[config.mk]
export PLATFORM = sky130hd
export DESIGN_NAME = game_ctrl_ext
export DESIGN_NICKNAME = d
export VERILOG_FILES = /design/src/rtl/game_ctrl_ext.sv
export SDC_FILE = /design/constraint.sdc
export NUM_CORES = 1
export LEC_CHECK = 0
export CAP_MARGIN = 20
export CELL_PAD_IN_SITES_DETAIL_PLACEMENT = 1
export CELL_PAD_IN_SITES_GLOBAL_PLACEMENT = 1
export CORE_ASPECT_RATIO = 0.7
export CORE_UTILIZATION = 23
export CTS_BUF_LIST = sky130_fd_sc_hd__clkbuf_4
export DETAILED_ROUTE_END_ITERATION = 10
export PLACE_DENSITY = 0.58
export SYNTH_ARGS = -nofsm -noshare
export SYNTH_HDL_FRONTEND = slang
export SYNTH_SLANG_ARGS = --single-unit
[constraint.sdc]
create_clock -name clk -period 8.2 [get_ports clk]
set_input_delay 1.64 -clock clk [delete_from_list [all_inputs] [get_ports clk]]
set_output_delay 1.64 -clock clk [all_outputs]
set_load 0.005 [all_outputs]
[src/rtl/game_ctrl_ext.sv]
// game_ctrl_ext: Flappy-style game-flow controller with lives, respawn, pause, BCD score, hiscore and levels
// Inputs:  clk, rst (sync, active-high), key_jump, key_pause (debounced keys), collision (level), score_pulse (1-cycle)
// Outputs: game_active (PLAY only), state (0 IDLE,1 PLAY,2 OVER,3 PAUSE,4 RESPAWN), score_bcd, hiscore_bcd,
//          lives, level, level_up (1-cycle), new_record (in OVER)
module game_ctrl_ext #(
  parameter int SCORE_DIGITS   = 4,
  parameter int LIVES          = 3,
  parameter int RESPAWN_CYCLES = 50_000_000,
  parameter int PAUSE_EN       = 1,
  parameter int LEVEL_STEP     = 10,
  parameter int LEVEL_W        = 3
) (
  input  logic                      clk,
  input  logic                      rst,
  input  logic                      key_jump,
  input  logic                      key_pause,
  input  logic                      collision,
  input  logic                      score_pulse,
  output logic                      game_active,
  output logic [2:0]                state,
  output logic [4*SCORE_DIGITS-1:0] score_bcd,
  output logic [4*SCORE_DIGITS-1:0] hiscore_bcd,
  output logic [3:0]                lives,
  output logic [LEVEL_W-1:0]        level,
  output logic                      level_up,
  output logic                      new_record
);
  localparam int SW  = 4 * SCORE_DIGITS;
  localparam int RW  = $clog2(RESPAWN_CYCLES + 1);
  localparam int LSW = $clog2(LEVEL_STEP + 1);
  typedef enum logic [2:0] {IDLE = 3'd0, PLAY = 3'd1, OVER = 3'd2, PAUSE = 3'd3, RESPAWN = 3'd4} state_e;
  state_e state_q, state_d;
  logic [SW-1:0] score_q, score_d, hi_q, hi_d;
  logic [3:0] lives_q, lives_d;
  logic [LEVEL_W-1:0] level_q, level_d;
  logic [LSW-1:0] lcnt_q, lcnt_d;
  logic [RW-1:0] rcnt_q, rcnt_d;
  logic lup_q, lup_d, rec_q, rec_d, ga_q;
  logic j0_q, j1_q, p0_q, p1_q;
  logic jump_rise, pause_rise, accept, lvl_wrap;
  assign jump_rise  = j0_q & ~j1_q;
  assign pause_rise = p0_q & ~p1_q & (PAUSE_EN != 0);
  assign accept     = (state_q == PLAY) & score_pulse;
  assign lvl_wrap   = lcnt_q == LSW'(LEVEL_STEP - 1);
  // Per-digit BCD increment; an all-9s value has a carry out of the top digit and is held.
  function automatic logic [SW-1:0] bcd_inc(input logic [SW-1:0] v);
    logic c;
    c = 1'b1;
    bcd_inc = v;
    for (int i = 0; i < SCORE_DIGITS; i++)
      if (c) begin
        bcd_inc[4*i+:4] = (v[4*i+:4] == 4'd9) ? 4'd0 : v[4*i+:4] + 4'd1;
        c = v[4*i+:4] == 4'd9;
      end
    if (c) bcd_inc = v;
  endfunction
  always_comb begin
    state_d = state_q;
    score_d = accept ? bcd_inc(score_q) : score_q;
    hi_d    = hi_q;
    lives_d = lives_q;
    lcnt_d  = accept ? (lvl_wrap ? '0 : lcnt_q + LSW'(1)) : lcnt_q;
    lup_d   = accept & lvl_wrap & (level_q != '1);
    level_d = lup_d ? level_q + LEVEL_W'(1) : level_q;
    rcnt_d  = rcnt_q;
    rec_d   = rec_q;
    case (state_q)
      IDLE:  state_d = jump_rise ? PLAY : IDLE;
      PLAY:
        if (collision) begin
          lives_d = lives_q - 4'd1;
          state_d = (lives_q == 4'd1) ? OVER : RESPAWN;
          rcnt_d  = '0;
        end else if (pause_rise) state_d = PAUSE;
      PAUSE: state_d = pause_rise ? PLAY : PAUSE;
      RESPAWN: begin
        rcnt_d  = rcnt_q + RW'(1);
        state_d = (rcnt_q == RW'(RESPAWN_CYCLES - 1)) ? PLAY : RESPAWN;
      end
      OVER:    state_d = jump_rise ? IDLE : OVER;
      default: state_d = IDLE;
    endcase
    // The score entering OVER already includes a pulse accepted on the colliding cycle.
    if (state_d == OVER && state_q != OVER && score_d > hi_q) begin
      hi_d  = score_d;
      rec_d = 1'b1;
    end
    if (state_d == IDLE) begin
      score_d = '0;
      level_d = '0;
      lcnt_d  = '0;
      lives_d = 4'(LIVES);
      rec_d   = 1'b0;
      lup_d   = 1'b0;
    end
  end
  always_ff @(posedge clk) begin
    if (rst) begin
      state_q <= IDLE;
      score_q <= '0;
      hi_q    <= '0;
      lives_q <= 4'(LIVES);
      level_q <= '0;
      lcnt_q  <= '0;
      rcnt_q  <= '0;
      lup_q   <= 1'b0;
      rec_q   <= 1'b0;
      ga_q    <= 1'b0;
      {j0_q, j1_q, p0_q, p1_q} <= '0;
    end else begin
      state_q <= state_d;
      score_q <= score_d;
      hi_q    <= hi_d;
      lives_q <= lives_d;
      level_q <= level_d;
      lcnt_q  <= lcnt_d;
      rcnt_q  <= rcnt_d;
      lup_q   <= lup_d;
      rec_q   <= rec_d;
      ga_q    <= state_d == PLAY;
      {j0_q, j1_q, p0_q, p1_q} <= {key_jump, j0_q, key_pause, p0_q};
    end
  end
  assign game_active = ga_q;
  assign state       = state_q;
  assign score_bcd   = score_q;
  assign hiscore_bcd = hi_q;
  assign lives       = lives_q;
  assign level       = level_q;
  assign level_up    = lup_q;
  assign new_record  = rec_q;
endmodule

Yosys cells after proc, flatten, opt, wreduce, memory -nomap -nowiden
Cells that the tools add are included.

Input bits: 6. Register bits after elaboration: 79. Output and inout port bits: 45. Word-level logic and storage cells: 77.

Equality and inequality tests: 16. Multiplexer cells: 23. Add/sub/neg operators: 8. Bitwise logic cells: 7. Reductions and logical operators: 8. Order comparisons: 1.

Operators with widths (number): 26-bit case mux with 2 select lines (1); 16-bit two-way mux (2); 4-bit two-way mux (8); 26-bit by 1-bit adder with 26-bit output, second input constant (1); 26-bit == test, second input constant (1); 26-bit two-way mux (1); 4-bit by 1-bit adder with 4-bit output, second input constant (5); 4-bit == test, second input constant (5); 16-bit > comparator (1); 3-bit case mux with 5 select lines (1); 3-bit two-way mux (4); 3-bit by 2-bit == test with 1-bit output, second input constant (3); 3-bit by 1-bit == test with 1-bit output, second input constant (2); 3-bit zero test (2); 1-bit bitwise AND (5); 4-bit by 1-bit == test with 1-bit output, second input constant (1); 1-bit two-way mux (4); 2-bit two-way mux (2); 2-bit AND reduction (2); 4-bit by 1-bit subtractor with 4-bit output, second input constant (1); 3-bit by 1-bit adder with 3-bit output, second input constant (1); 3-bit == test, second input constant (1); 3-bit by 2-bit != test with 1-bit output, second input constant (1); 3-bit != test, second input constant (1); 5 further kinds (7).

Logic depth before layout (Yosys ltp)
Depth in word-level cells: 8. Mapped depth: 16. Depth with buffers taken out: 15.

Worst setup path after synthesis
No wires, ideal clock.

Path kind: input to register. Start: input score_pulse. End: register hi_q[12] (netlist: hiscore_bcd[12]). Stages: 13. Arrival time: 4.567 ns. Path buffers: 1. Path slack: 3.542 ns. Setup time: 0.091 ns. Data required time: 8.109 ns. Cells stage by stage: nand4bb_1 nor4_1 nand2_1 xor2_1 inv_1 ha_1 nand4_1 nor4_1 o21ai_0 nand4b_1 clkbuf_1 a21oi_1 a311oi_1.

Word-level cells in the longest chain between the ends: 4.

Ends and longest elaborated chain: start: declaration (RTL line 18) `input logic score_pulse,`; 1-bit bitwise AND (*) (RTL line 43) `assign accept = (state_q == PLAY) & score_pulse;`; 16-bit two-way mux (*) (RTL line 59) `score_d = accept ? bcd_inc(score_q) : score_q;`; 16-bit > comparator (RTL line 84) `if (state_d == OVER && state_q != OVER && score_d > hi_q) begin`; 1-bit logical AND (RTL line 84); end signal: assignment (RTL line 113) `hi_q <= hi_d;`; end: declaration (RTL line 33) `logic [SW-1:0] score_q, score_d, hi_q, hi_d;`.

Every way passes the cells marked *; elsewhere a longest branch is shown, timed or not. A chain may end at the register's enable or synchronous reset.

Final worst setup path
Start: input score_pulse. End: register hi_q[15] (netlist: hiscore_bcd[15]).

Same word-level chain as after synthesis.

==> impl_metrics.env <==
export IMPL_first_pass_iters=5
export IMPL_coreArea_um2=17400
export IMPL_post_dp_hpwl_mm=9.38
export IMPL_cp_data_arrival_time_ns=6.11
export IMPL_cts_repair_resized=0
export IMPL_syn_num_nets=541
export IMPL_startpoint_type="input pin"
export IMPL_clk_pin_slew_worst_paths_ns=0.13
export IMPL_skew_ns=0.0168
export IMPL_synthToLayoutAreaGrowth_pct=21.0
export IMPL_io_buffers=50
export IMPL_final_core_util_pct=28.8
export IMPL_rsz0062_at_grt="false"
export IMPL_netlist_instances=506
export IMPL_grt_busiest_layer="met2"
export IMPL_p_switching_uw=203
export IMPL_place_area_um2=4910
export IMPL_routed_wl_mm=12.8
export IMPL_grt_use_met2_pct=21.6
export IMPL_routed_via_density=4.95
export IMPL_gr_usage_all_layers_pct=14.5
export IMPL_stdcell_area_um2=5020
export IMPL_clock_fmax_mhz=174
export IMPL_synth_simple_area_share_pct=24.9
export IMPL_final_cell_mix="dfxtp_1, clkdlybuf4s50_1, a21oi_1, nor2_1, nand2_1"
export IMPL_seq_area_frac_synth_pct=38.1
export IMPL_synth_compound_area_share_pct=18.9
export IMPL_postCtsSetupBuffers=0
export IMPL_cts_buffers=9
export IMPL_whs_ns=0.483
export IMPL_layout_nets=586
export IMPL_grt_use_met1_pct=21.0
export IMPL_syn_cell_area_um2=4150
export IMPL_grt_pass1_vias=3908
export IMPL_clock_latency_ns=0.45
export IMPL_status="finished clean"
export IMPL_dieArea_um2=18600
export IMPL_mostFrequentLayoutCell="dfxtp_1"
export IMPL_ant_nets=0
export IMPL_p_leak_uw=0.00182
export IMPL_slew_limit_headroom_pct=43.7
export IMPL_synthXorXnorAreaFrac_pct=1.69
export IMPL_post_route_period_util_pct=70.2
export IMPL_drtIter0Drc=175
export IMPL_ir_drop_v=0.0000473
export IMPL_grt_max_degree=45
export IMPL_finalCriticalPeriod_ns=5.76
export IMPL_clkPwrFrac_pct=31.2
export IMPL_htree_levels=3
export IMPL_setup_viol=0
export IMPL_pwr_share_seq_pct=58.5
export IMPL_p_int_uw=471
export IMPL_endpoint_kind="flip-flop"
export IMPL_clock_sinks=79
export IMPL_syn_avg_cell_area_um2=8.20
export IMPL_drive_gt1_share_pct=5.59
export IMPL_gr_usage_met3_pct=2.93
export IMPL_hold_viol_final=0
export IMPL_worst_hold_path_type="flip-flop to flip-flop"
export IMPL_vias=3897
export IMPL_cap_violations=0
export IMPL_p_per_area_nw_per_um2=134
export IMPL_worst_slew_pin_slew_ns=0.842
export IMPL_cp_required_ns=8.55
export IMPL_power_frac_comb_pct=10.3
export IMPL_start_util_pct=23.8
export IMPL_final_cells=787
export IMPL_synth_top_family_by_area="simple AND/OR/NAND/NOR gates"
export IMPL_hold_depth=1
export IMPL_synth_cell_types=54
export IMPL_sw_frac_of_total_pct=30.2
export IMPL_synth_fa_ha_area_share_pct=8.75
export IMPL_dieHeight_um=114
export IMPL_ys_flop_type="dfxtp_1"
export IMPL_io_pins=51
export IMPL_clockBufferDepth=2
export IMPL_drc_errors=0
export IMPL_synth_edff_count=0
export IMPL_gr_total_overflow=0
export IMPL_avgRoutedWirePerCell_um=16.2
export IMPL_synth_mux_area_share_pct=2.26
export IMPL_cts_hold_fix_buffers=0
export IMPL_tns_ns=0
export IMPL_cts_root_buf="clkbuf_4"
export IMPL_ys_warn_count=0
export IMPL_final_max_slew_viol_count=0
export IMPL_rows=40
export IMPL_antenna_found_initial=1
export IMPL_crit_type="input pin to flip-flop"
export IMPL_async_reset_ff_share_pct=0
export IMPL_cts_tree="yes"
export IMPL_cp_max_fo=22
export IMPL_routabilityCongestion=0.732
export IMPL_grt_pass1_wl_mm=20.9
export IMPL_place_inst=771
export IMPL_synth_seq_cells=79
export IMPL_dieWidth_um=163
export IMPL_reg2reg_depth=13
## cell families after synthesis
family	count (synthesis)
flops	79
simple gates	199
mux	9
compound gates	122
fa+ha+maj	29
xor+xnor	8
buf+inv	60
## synthesized netlist by cell type, types with 4 or more instances
| cell | n | area (µm²) |
|---|---|---|
| a21o_1 | 5 | 37.5 |
| or3_1 | 10 | 62.6 |
| o21ai_0 | 21 | 105 |
| inv_1 | 39 | 146 |
| nor4_1 | 8 | 50.1 |
| nand4_1 | 9 | 56.3 |
| or4_1 | 5 | 37.5 |
| clkbuf_1 | 20 | 75.1 |
| nand3b_1 | 5 | 37.5 |
| a311oi_1 | 14 | 123 |
| nand3_1 | 20 | 100 |
| dfxtp_1 | 79 | 1580 |
| and3_1 | 4 | 25.0 |
| nor2b_1 | 12 | 75.1 |
| nand2b_1 | 4 | 25.0 |
| ha_1 | 29 | 363 |
| o211ai_1 | 8 | 60.1 |
| xor2_1 | 6 | 52.6 |
| a21oi_1 | 48 | 240 |
| nor2_1 | 48 | 180 |
| o21a_1 | 6 | 45.0 |
| mux2i_1 | 6 | 60.1 |
| nor3_1 | 14 | 70.1 |
| nand2_1 | 43 | 161 |
## layer usage
layer	vias to the layer above	wire length, µm	part of all wire, %
met3	10	495	3.9
met5	-	0	0
met1	1926	6710	53
met4	0	143	1.1
met2	54	5420	42
li1	1907	-	-
## flip-flops by register name, summed over array words and instances (netlist names)
| register | cells |
|---|---|
| rcnt_q | 26 |
| hiscore_bcd | 16 |
| score_bcd | 16 |
| lcnt_q | 4 |
| lives | 4 |
| level | 3 |
| state | 3 |
| game_active | 1 |
| j0_q | 1 |
| j1_q | 1 |
| level_up | 1 |
| new_record | 1 |
| p0_q | 1 |
| p1_q | 1 |
## stage by stage
step | total power [µW] | setup slack [ns]
final | 674 | 2.44
after global routing | 707 | 2.22
after CTS | 686 | 2.52
after detailed placement | 472 | 2.08
after global placement | 469 | 2.02
after floorplan | 441 | 3.54
## power groups by stage
stage	clock [µW]	combinational, µW	sequential, µW
after floorplan	0	40.8	400
after global placement	0	66.2	403
after detailed placement	0	69.7	403
after CTS	222	70.1	395
after global routing	235	75.9	396
final	211	69.1	394
## critical path: stages
cell	delay (ns)
clkdlybuf4s50_1	0.48
nand4bb_1	0.33
nor4_1	0.80
nand2_1	0.26
xor2_1	0.30
inv_1	0.08
ha_1	0.27
nand4_1	0.18
nor4_1	0.59
o21ai_0	0.24
nand4b_1	0.31
buf_8	0.23
a21oi_1	0.09
a311oi_1	0.29
## layout make-up
class                      count  area, µm²
antenna                        1       2.50
clock buffer                   9       67.6
clock inverter                 6       37.5
fill                        2084      12400
inverter                      39        146
multi-input combinational    367       2350
sequential                    79       1580
tap                          231        289
timing repair buffer          55        546
## path summary, 6_finish.rpt
| check | from | end | slack (ns) |
|---|---|---|---|
| setup / recovery | score_pulse | hiscore_bcd[15] | 2.44 |
| hold / removal | j0_q | j1_q | 0.48 |
| setup reg to reg | state[0] | hiscore_bcd[15] | 3.48 |
| hold reg to reg | j0_q | j1_q | 0.48 |
No activity file was read; power rests on OpenSTA's default activity.
